===== src/rtl/rf_arbiter_if.sv =====
// Bus bundle between the two requesting masters, the arbiter and the register file.
// The slave modport is the arbiter's view; the master modport is its environment.
interface rf_arbiter_if #(
    parameter int ADDR_W = 8,
    parameter int DATA_W = 32
);
    logic              m0_req_i;
    logic              m0_we_i;
    logic [ADDR_W-1:0] m0_addr_i;
    logic [DATA_W-1:0] m0_data_i;
    logic [DATA_W-1:0] m0_data_o;
    logic              m0_done_o;
    logic              m0_err_o;

    logic              m1_req_i;
    logic              m1_we_i;
    logic [ADDR_W-1:0] m1_addr_i;
    logic [DATA_W-1:0] m1_data_i;
    logic [DATA_W-1:0] m1_data_o;
    logic              m1_done_o;
    logic              m1_err_o;

    logic [ADDR_W-1:0] rf_addr_o;
    logic [DATA_W-1:0] rf_data_o;
    logic [DATA_W-1:0] rf_data_i;
    logic              rf_we_o;
    logic              rf_re_o;
    logic              rf_ack_i;

    modport slave (
        input  m0_req_i, m0_we_i, m0_addr_i, m0_data_i,
        output m0_data_o, m0_done_o, m0_err_o,
        input  m1_req_i, m1_we_i, m1_addr_i, m1_data_i,
        output m1_data_o, m1_done_o, m1_err_o,
        output rf_addr_o, rf_data_o, rf_we_o, rf_re_o,
        input  rf_data_i, rf_ack_i
    );

    modport master (
        output m0_req_i, m0_we_i, m0_addr_i, m0_data_i,
        input  m0_data_o, m0_done_o, m0_err_o,
        output m1_req_i, m1_we_i, m1_addr_i, m1_data_i,
        input  m1_data_o, m1_done_o, m1_err_o,
        input  rf_addr_o, rf_data_o, rf_we_o, rf_re_o,
        output rf_data_i, rf_ack_i
    );
endinterface


===== src/rtl/rf_arbiter.sv =====
// Two-master round-robin arbiter in front of a register file, with a per-access
// acknowledge timeout that completes the transaction with an error flag.
module rf_arbiter #(
    parameter int ADDR_W  = 8,
    parameter int DATA_W  = 32,
    parameter int TMO_CYC = 15
) (
    input  logic         sys_clk_i,
    input  logic         sys_rst_i,
    rf_arbiter_if.slave  bus
);
    typedef enum logic [1:0] {
        IDLE   = 2'd0,
        ACCESS = 2'd1,
        RESP   = 2'd2
    } state_t;

    state_t            state, state_nxt;
    logic              ptr;
    logic              grant;
    logic              grant_nxt;
    logic              grant_vld;
    logic              lat_we;
    logic              err_q;
    logic              timeout;
    logic [7:0]        tmo_cnt;
    logic [ADDR_W-1:0] addr_q;
    logic [DATA_W-1:0] wdata_q;
    logic [DATA_W-1:0] m0_rdata;
    logic [DATA_W-1:0] m1_rdata;

    always_ff @(posedge sys_clk_i) begin
        if (sys_rst_i) state <= IDLE;
        else           state <= state_nxt;
    end

    always_comb begin
        // NOTE: every signal written here is defaulted first, so no path can infer a latch.
        state_nxt = state;
        grant_vld = 1'b0;
        grant_nxt = ptr;
        // Fires on the TMO_CYC-th consecutive unacknowledged ACCESS cycle.
        timeout   = (tmo_cnt == 8'(TMO_CYC - 1));
        unique case (state)
            IDLE: begin
                grant_vld = bus.m0_req_i | bus.m1_req_i;
                if (bus.m0_req_i && bus.m1_req_i) grant_nxt = ptr;
                else                              grant_nxt = bus.m1_req_i;
                if (grant_vld) state_nxt = ACCESS;
            end
            ACCESS:  if (bus.rf_ack_i || timeout) state_nxt = RESP;
            RESP:    state_nxt = IDLE;
            default: state_nxt = IDLE;
        endcase
    end

    always_ff @(posedge sys_clk_i) begin
        // NOTE: sequential state uses non-blocking assignments so every register sees pre-edge values.
        if (sys_rst_i) begin
            ptr      <= 1'b0;
            grant    <= 1'b0;
            lat_we   <= 1'b0;
            err_q    <= 1'b0;
            tmo_cnt  <= 8'd0;
            addr_q   <= '0;
            wdata_q  <= '0;
            m0_rdata <= '0;
            m1_rdata <= '0;
        end else begin
            unique case (state)
                IDLE: begin
                    if (grant_vld) begin
                        grant   <= grant_nxt;
                        lat_we  <= grant_nxt ? bus.m1_we_i   : bus.m0_we_i;
                        addr_q  <= grant_nxt ? bus.m1_addr_i : bus.m0_addr_i;
                        wdata_q <= grant_nxt ? bus.m1_data_i : bus.m0_data_i;
                        tmo_cnt <= 8'd0;
                    end
                end
                ACCESS: begin
                    if (bus.rf_ack_i) begin
                        err_q <= 1'b0;
                        if (!lat_we) begin
                            if (grant) m1_rdata <= bus.rf_data_i;
                            else       m0_rdata <= bus.rf_data_i;
                        end
                    end else if (timeout) begin
                        err_q <= 1'b1;
                        if (grant) m1_rdata <= '0;
                        else       m0_rdata <= '0;
                    end else begin
                        tmo_cnt <= tmo_cnt + 8'd1;
                    end
                end
                // Hand priority to the master that just lost, error or not.
                RESP:    ptr <= ~grant;
                default: ;
            endcase
        end
    end

    assign bus.rf_we_o   = (state == ACCESS) &&  lat_we;
    assign bus.rf_re_o   = (state == ACCESS) && !lat_we;
    assign bus.rf_addr_o = addr_q;
    assign bus.rf_data_o = wdata_q;

    assign bus.m0_done_o = (state == RESP) && !grant;
    assign bus.m1_done_o = (state == RESP) &&  grant;
    assign bus.m0_err_o  = (state == RESP) && !grant && err_q;
    assign bus.m1_err_o  = (state == RESP) &&  grant && err_q;
    assign bus.m0_data_o = m0_rdata;
    assign bus.m1_data_o = m1_rdata;
endmodule


===== src/flat_wrapper.sv =====
// flat-port wrapper written by rule: the top's interface ports become plain ports
module rf_arbiter_flat 
#(
    parameter int ADDR_W  = 8,
    parameter int DATA_W  = 32,
    parameter int TMO_CYC = 15
)
  (sys_clk_i, sys_rst_i, bus_m0_req_i, bus_m0_we_i, bus_m0_addr_i, bus_m0_data_i, bus_m0_data_o, bus_m0_done_o, bus_m0_err_o, bus_m1_req_i, bus_m1_we_i, bus_m1_addr_i, bus_m1_data_i, bus_m1_data_o, bus_m1_done_o, bus_m1_err_o, bus_rf_addr_o, bus_rf_data_o, bus_rf_we_o, bus_rf_re_o, bus_rf_data_i, bus_rf_ack_i);
  rf_arbiter_if #(.ADDR_W(ADDR_W), .DATA_W(DATA_W)) bus_i ();
  input  logic sys_clk_i;
  input  logic sys_rst_i;
  input wire logic [$bits(bus_i.m0_req_i)-1:0] bus_m0_req_i;
  input wire logic [$bits(bus_i.m0_we_i)-1:0] bus_m0_we_i;
  input wire logic [$bits(bus_i.m0_addr_i)-1:0] bus_m0_addr_i;
  input wire logic [$bits(bus_i.m0_data_i)-1:0] bus_m0_data_i;
  output wire logic [$bits(bus_i.m0_data_o)-1:0] bus_m0_data_o;
  output wire logic [$bits(bus_i.m0_done_o)-1:0] bus_m0_done_o;
  output wire logic [$bits(bus_i.m0_err_o)-1:0] bus_m0_err_o;
  input wire logic [$bits(bus_i.m1_req_i)-1:0] bus_m1_req_i;
  input wire logic [$bits(bus_i.m1_we_i)-1:0] bus_m1_we_i;
  input wire logic [$bits(bus_i.m1_addr_i)-1:0] bus_m1_addr_i;
  input wire logic [$bits(bus_i.m1_data_i)-1:0] bus_m1_data_i;
  output wire logic [$bits(bus_i.m1_data_o)-1:0] bus_m1_data_o;
  output wire logic [$bits(bus_i.m1_done_o)-1:0] bus_m1_done_o;
  output wire logic [$bits(bus_i.m1_err_o)-1:0] bus_m1_err_o;
  output wire logic [$bits(bus_i.rf_addr_o)-1:0] bus_rf_addr_o;
  output wire logic [$bits(bus_i.rf_data_o)-1:0] bus_rf_data_o;
  output wire logic [$bits(bus_i.rf_we_o)-1:0] bus_rf_we_o;
  output wire logic [$bits(bus_i.rf_re_o)-1:0] bus_rf_re_o;
  input wire logic [$bits(bus_i.rf_data_i)-1:0] bus_rf_data_i;
  input wire logic [$bits(bus_i.rf_ack_i)-1:0] bus_rf_ack_i;
  assign bus_i.m0_req_i = bus_m0_req_i;
  assign bus_i.m0_we_i = bus_m0_we_i;
  assign bus_i.m0_addr_i = bus_m0_addr_i;
  assign bus_i.m0_data_i = bus_m0_data_i;
  assign bus_m0_data_o = bus_i.m0_data_o;
  assign bus_m0_done_o = bus_i.m0_done_o;
  assign bus_m0_err_o = bus_i.m0_err_o;
  assign bus_i.m1_req_i = bus_m1_req_i;
  assign bus_i.m1_we_i = bus_m1_we_i;
  assign bus_i.m1_addr_i = bus_m1_addr_i;
  assign bus_i.m1_data_i = bus_m1_data_i;
  assign bus_m1_data_o = bus_i.m1_data_o;
  assign bus_m1_done_o = bus_i.m1_done_o;
  assign bus_m1_err_o = bus_i.m1_err_o;
  assign bus_rf_addr_o = bus_i.rf_addr_o;
  assign bus_rf_data_o = bus_i.rf_data_o;
  assign bus_rf_we_o = bus_i.rf_we_o;
  assign bus_rf_re_o = bus_i.rf_re_o;
  assign bus_i.rf_data_i = bus_rf_data_i;
  assign bus_i.rf_ack_i = bus_rf_ack_i;
  rf_arbiter #(.ADDR_W(ADDR_W), .DATA_W(DATA_W), .TMO_CYC(TMO_CYC)) u_core (.sys_clk_i(sys_clk_i), .sys_rst_i(sys_rst_i), .bus(bus_i));
endmodule

===== config.mk =====
export PLATFORM = sky130hd
export DESIGN_NAME = rf_arbiter_flat
export DESIGN_NICKNAME = d
export VERILOG_FILES = /design/src/rtl/rf_arbiter_if.sv /design/src/rtl/rf_arbiter.sv /design/src/flat_wrapper.sv
export SDC_FILE = /design/constraint.sdc
export NUM_CORES = 1
export LEC_CHECK = 0
export ABC_AREA = 1
export ABC_CLOCK_PERIOD_IN_PS = 1800
export BUFFER_PORTS_ARGS = -buffer_cell sky130_fd_sc_hd__buf_2
export CAP_MARGIN = 30
export CORE_ASPECT_RATIO = 1.25
export CORE_UTILIZATION = 25
export DETAILED_ROUTE_END_ITERATION = 8
export PLACE_DENSITY = 0.53
export SYNTH_ARGS = -nofsm -noshare
export SYNTH_HDL_FRONTEND = slang
export SYNTH_SLANG_ARGS = --single-unit

===== constraint.sdc =====
create_clock -name sys_clk_i -period 1.8 [get_ports sys_clk_i]
set_clock_uncertainty 0.1 [all_clocks]
set_input_delay 0.36 -clock sys_clk_i [delete_from_list [all_inputs] [get_ports sys_clk_i]]
set_output_delay 0.36 -clock sys_clk_i [all_outputs]
set_load 0.03 [all_outputs]

==> results.cfg, run 1 <==
[layout]
multiInputGateArea_um2 = 2750
seq_area_um2 = 2370
syn_to_final_growth_pct = 35.8
layoutNonFillerInstCount = 1541
nets = 1326
fillers = 2658
design_area_um2 = 8280
num_antenna_cells = 0
drive_above_1_share = 0.244

[worst_setup_path]
worst-r2r-cell-count = 8
cp-start-kind = register
timing.rr.end = u_core.bus.m0_data_o[2]
crit_fanout = 4
crit_arrival_ns = 1.26
worstSetupEndpointType = output port
r2r_start = u_core.tmo_cnt[0]
worst-setup-path-type = reg2out
rrSetupSlack_ns = 0.17
cp.required_ns = 1.34

[global_route]
grt_max_degree = 66
grt_use_total = 0.156
grt_pass1_wl_um = 30800
antenna_found_initial = 0
grt_overflow_total = 0
first_global_vias = 6141

[synthesis]
yosysTopAreaCell = dfxtp_1
synth_common_cells = 277 x nand2_1, 182 x inv_1, 164 x nor2_1
synth.cell_area_um2 = 6100
ys_seq_area_frac = 0.387
avgSynthCellArea_um2 = 6.10
synth_area_leaders = dfxtp_1 39%, nand2_1 17%, inv_1 11%
syn-num-nets = 1121
synth.most_common_cell = nand2_1
yosys_warnings = 0
synth_edf_count = 0
async_reset_ff_frac = 0
synth.distinct_cells = 23
yosys_register_bits = 118
synthCells = 1000
synthFlopType = dfxtp_1
yosys.area.top_type_share = 0.387

[route]
dr.pass1.iters = 4
routed_wl_um = 18900
drc = 0
antenna_left = 0
top_layer = met4
met3WireLength_um = 1240
vias_per_cell = 4.23
wire_per_inst_um = 12.3
first_iter_violations = 329
vias = 6524
met1Wirelength_um = 8520
wl_met2_um = 8880

[cts]
htree_levels = 4
cts.clk_slew.worst_paths_ns = 0.06
cts_tree = built
cts-root-buf = clkbuf_16
cts_hold_buf = 0
cts_setup_buffers = 0
insertion_delay_ns = 0.41
cts_buffer_depth = 2
numCtsBuffers = 17
clock-sinks = 118

[sta]
finalHoldViolCount = 0
finalCritPeriodShare = 0.953
fin_crit_ns = 1.72
worst_pin_slew_ns = 0.463
rsz0062_at_grt = yes
finalSetupViolations = 0
worst_slack_ns = 0.0848
finalMaxSlewViolations = 0
relSlewSlack = 0.688
holdWs_ns = 0.128
max_freq_mhz = 583

[floorplan]
die_h_um = 177
die-area_um2 = 25000
die_x_um = 142
coreArea_um2 = 23800
io_pins = 229
start_util = 0.256
rows = 63

[power]
power.leakage_nw = 4.54
vdd_drop_max_v = 0.000572
power_density_nw_per_um2 = 985

[place]
portBuffers = 228
routabilityCongestion = 0.788
dpl.hpwl_um = 13000
dpl.cell_count = 1511
dp_slack_ns = 0.124
placed_area_um2 = 7690

[hold_path]
hold_start = bus_m0_data_i[21]
min_to = u_core.bus.rf_data_o[21]
holdPathStages = 5
hold_path.class = in2reg

[status]
status = finished, final reports clean

[flow_run]
maxCapViolCount = 0
## critical path, cell delays in order, from the launching register on
cell	delay, ns
dfxtp_1	0.34
inv_2	0.07
nand2_1	0.10
nor3_1	0.15
buf_4	0.19
## worst max-delay path by stage
stage	start	end	slack, ns	cells after the start
after global routing	u_core.state[0]	bus_m0_err_o	-0.03	4
after floorplan	u_core.grant	bus_m1_err_o	0.18	2
after detailed placement	bus_m1_req_i	u_core.tmo_cnt[4]	0.12	6
after CTS	u_core.grant	bus_m1_err_o	0.009	3
final	u_core.state[0]	bus_m0_err_o	0.08	4
after global placement	u_core.tmo_cnt[0]	u_core.bus.m1_data_o[25]	0.15	8
## placed cells by master, fill, tap and decap left out, types with 11 or more instances in the layout
cell,count
dfxtp_1,116
nor2_1,164
buf_2,225
clkbuf_16,17
nand3_1,92
buf_4,13
nand4_1,64
inv_1,181
buf_12,13
nand2_1,277
a21oi_1,11
## flip-flops by register name, summed over array words and instances, names as in the netlist
signal / flops
u_core.err_q: 1
u_core.bus.m1_data_o: 32
u_core.bus.rf_data_o: 32
u_core.bus.rf_addr_o: 8
u_core.bus.m0_data_o: 32
u_core.lat_we: 1
u_core.tmo_cnt: 8
u_core.grant: 1
u_core.ptr: 1
u_core.state: 2
## final cells by class
cell class	count	share of cell area
repair buffers	252	0.180
clock buffers	21	0.0556
flip-flops and latches	118	0.286
clock inverters	9	0.0125
well taps	325	0.0491
multi-input cells	630	0.332
inverters	186	0.0843
## repair_timing
item | CTS | global route
resized for setup | 2 | 10
pin swaps | 0 | 1
endpoints found under the setup margin | 2 | 13
## cell families after synthesis
kind of cell | Yosys count | share of synthesized area
and+or+nand+nor | 609 | 0.424
buffers and inverters | 252 | 0.165
DFF | 118 | 0.387
AOI/OAI and AO/OA | 19 | 0.0189
adders and majority gates | 2 | 0.00410
## power by group
group / leakage, nW / internal (mW) / switching, mW
logic: 3.29 / 0.634 / 1.29
registers: 0.967 / 2.81 / 0.105
clock network: 0.275 / 2.09 / 1.23
total: 4.54 / 5.53 / 2.62
## through the flow
step / total power, mW / setup TNS, ns / utilization
2_1_floorplan: 4.25 / 0 / -
3_3_place_gp: 4.89 / 0 / 0.323
3_5_place_dp: 4.90 / 0 / 0.323
4_1_cts: 8.29 / 0 / 0.347
5_1_grt: 8.63 / -0.0529 / 0.348
6_report: 8.16 / 0 / 0.348
## metal layers
| layer | up-vias | track usage |
|---|---|---|
| li1 | 3438 | - |
| met1 | 2856 | 0.191 |
| met2 | 216 | 0.263 |
| met3 | 14 | 0.0392 |
| met4 | 0 | 0.0551 |
| met5 | - | 0 |
Note: power is estimated with default switching activity, not from simulation.
==> inputs of run 2 (changes only) <==
- PLACE_DENSITY: 0.53 -> 0.55
==> run 2 against run 1 <==
Sequential power is essentially flat; fmax fell by 2.3%; first-iteration DRC count down 11%; cell count increased by 0.39%; largest power group unchanged; clock power up 4%; via count up 0.29%; combinational power about the same; critical path depth stayed put.
==> results.cfg, run 2 (synthesis gave the netlist of run 1 again) <==
[status]
status = finished, final reports clean

[worst_setup_path]
max_stage_delay_ns = 0.33
crit_fanout = 4
worst-setup-path-type = reg2out
worstSetupEndpointType = output port
slowest_stage = dfxtp_1
cp_top_family = flip-flops
cp-start-kind = register
cp.required_ns = 1.34
path_cells = inv_2 -> nand2_2 -> nor3_4 -> buf_6
path_buf_inv = 2
crit_arrival_ns = 1.30

[layout]
num_antenna_cells = 0
layoutNonFillerInstCount = 1547
nets = 1330
drive_above_1_share = 0.250
layout_commonest_cell = nand2_1
fillers = 2680
post-route-util = 0.350
final_cell_mix = 276 x nand2_1, 223 x buf_2, 180 x inv_1
design_area_um2 = 8330
syn_to_final_growth_pct = 36.5

[cts]
htree_levels = 4
insertion_delay_ns = 0.42
cts_buffer_depth = 2
cts-root-buf = clkbuf_16
cts.clk_slew.worst_paths_ns = 0.06
cts_tree = built
numCtsBuffers = 17
clock-sinks = 118

[power]
vdd_drop_max_v = 0.000625
swShare = 0.324
power_density_nw_per_um2 = 994
p_int_mw = 5.59
p_sw_mw = 2.69
power.leakage_nw = 4.55
power.share.clock = 0.416
power_frac_seq = 0.354
pwr-share-comb = 0.231

[sta]
max_freq_mhz = 570
relSlewSlack = 0.716
finalHoldViolCount = 0
worst_pin_slew_ns = 0.426
rsz0062_at_grt = yes
finalMaxSlewViolations = 0
finalCritPeriodShare = 0.975
fin_crit_ns = 1.76
worst_slack_ns = 0.0447
finalSetupViolations = 0

[place]
dpl.hpwl_um = 13100
dpl.cell_count = 1514
routabilityCongestion = 0.808
dp_slack_ns = 0.126
placed_area_um2 = 7690
portBuffers = 228

[route]
vias_per_cell = 4.23
antenna_left = 0
vias = 6543
first_iter_violations = 293
drc = 0
dr.pass1.iters = 4
routed_wl_um = 18800
wire_per_inst_um = 12.2

[floorplan]
die_h_um = 177
coreArea_um2 = 23800
io_pins = 229
rows = 63
die_x_um = 142
start_util = 0.256
die-area_um2 = 25000

[hold_path]
hold_path.class = in2reg

[global_route]
grt_pass1_wl_um = 30300
antenna_found_initial = 0
grt_use_total = 0.152
grt_overflow_total = 0
grt_max_degree = 65
first_global_vias = 6085

[flow_run]
maxCapViolCount = 0
-- run 2: cell type report --
cell class | count | area [um^2] | area share
multi-input cells | 630 | 2770 | 0.333
flip-flops and latches | 118 | 2370 | 0.284
repair buffers | 256 | 1490 | 0.179
inverters | 186 | 698 | 0.0838
clock buffers | 21 | 470 | 0.0565
well taps | 325 | 407 | 0.0488
clock inverters | 11 | 123 | 0.0147
-- run 2: power by group through the flow --
stage	combinational, mW	clock, mW	sequential [mW]
2_1_floorplan	0.915	0	3.33
3_3_place_gp	1.91	0	2.98
3_5_place_dp	1.91	0	2.98
4_1_cts	1.92	3.57	2.93
5_1_grt	2.13	3.68	2.95
6_report	1.91	3.44	2.93
-- run 2: worst paths after layout --
check / start / endpoint / slack (ns) / depth (start not counted)
worst max-delay path: u_core.state[0] / bus_m0_err_o / 0.04 / 4
worst min-delay path: bus_m0_data_i[22] / u_core.bus.rf_data_o[22] / 0.12 / 5
worst max register to register: u_core.tmo_cnt[0] / u_core.bus.m0_data_o[2] / 0.17 / 9
worst min register to register: u_core.bus.m1_data_o[31] / u_core.bus.m1_data_o[31] / 0.40 / 4
-- run 2: timing repair --
item | in CTS | in global routing
pin swaps | 1 | 1
setup endpoints to repair | 3 | 22
resized for setup | 11 | 4
hold buffers | 0 | 0
setup buffers | 0 | 1
hold endpoints to repair | 0 | 0
-- run 2: layer usage --
metal,share of wire,global-route usage,vias up
li1,-,-,3451
met1,0.44,0.182,2868
met2,0.48,0.264,212
met3,0.065,0.0411,12
met4,0.011,0.0470,0
met5,0,0,-
-- run 2: per-stage QoR --
| step | power (mW) | setup TNS [ns] | hold WS [ns] |
|---|---|---|---|
| floorplan | 4.25 | 0 | 0.377 |
| global placement | 4.88 | 0 | 0.395 |
| detailed placement | 4.89 | 0 | 0.395 |
| CTS | 8.42 | 0 | 0.103 |
| global route | 8.76 | -0.152 | 0.125 |
| finish | 8.28 | 0 | 0.121 |
-- run 2: worst min-delay path, cell delays in order --
cell and delay [ns]:
buf_2 0.08, nand2_1 0.04, nand3_1 0.05, nand2_1 0.04, inv_1 0.04
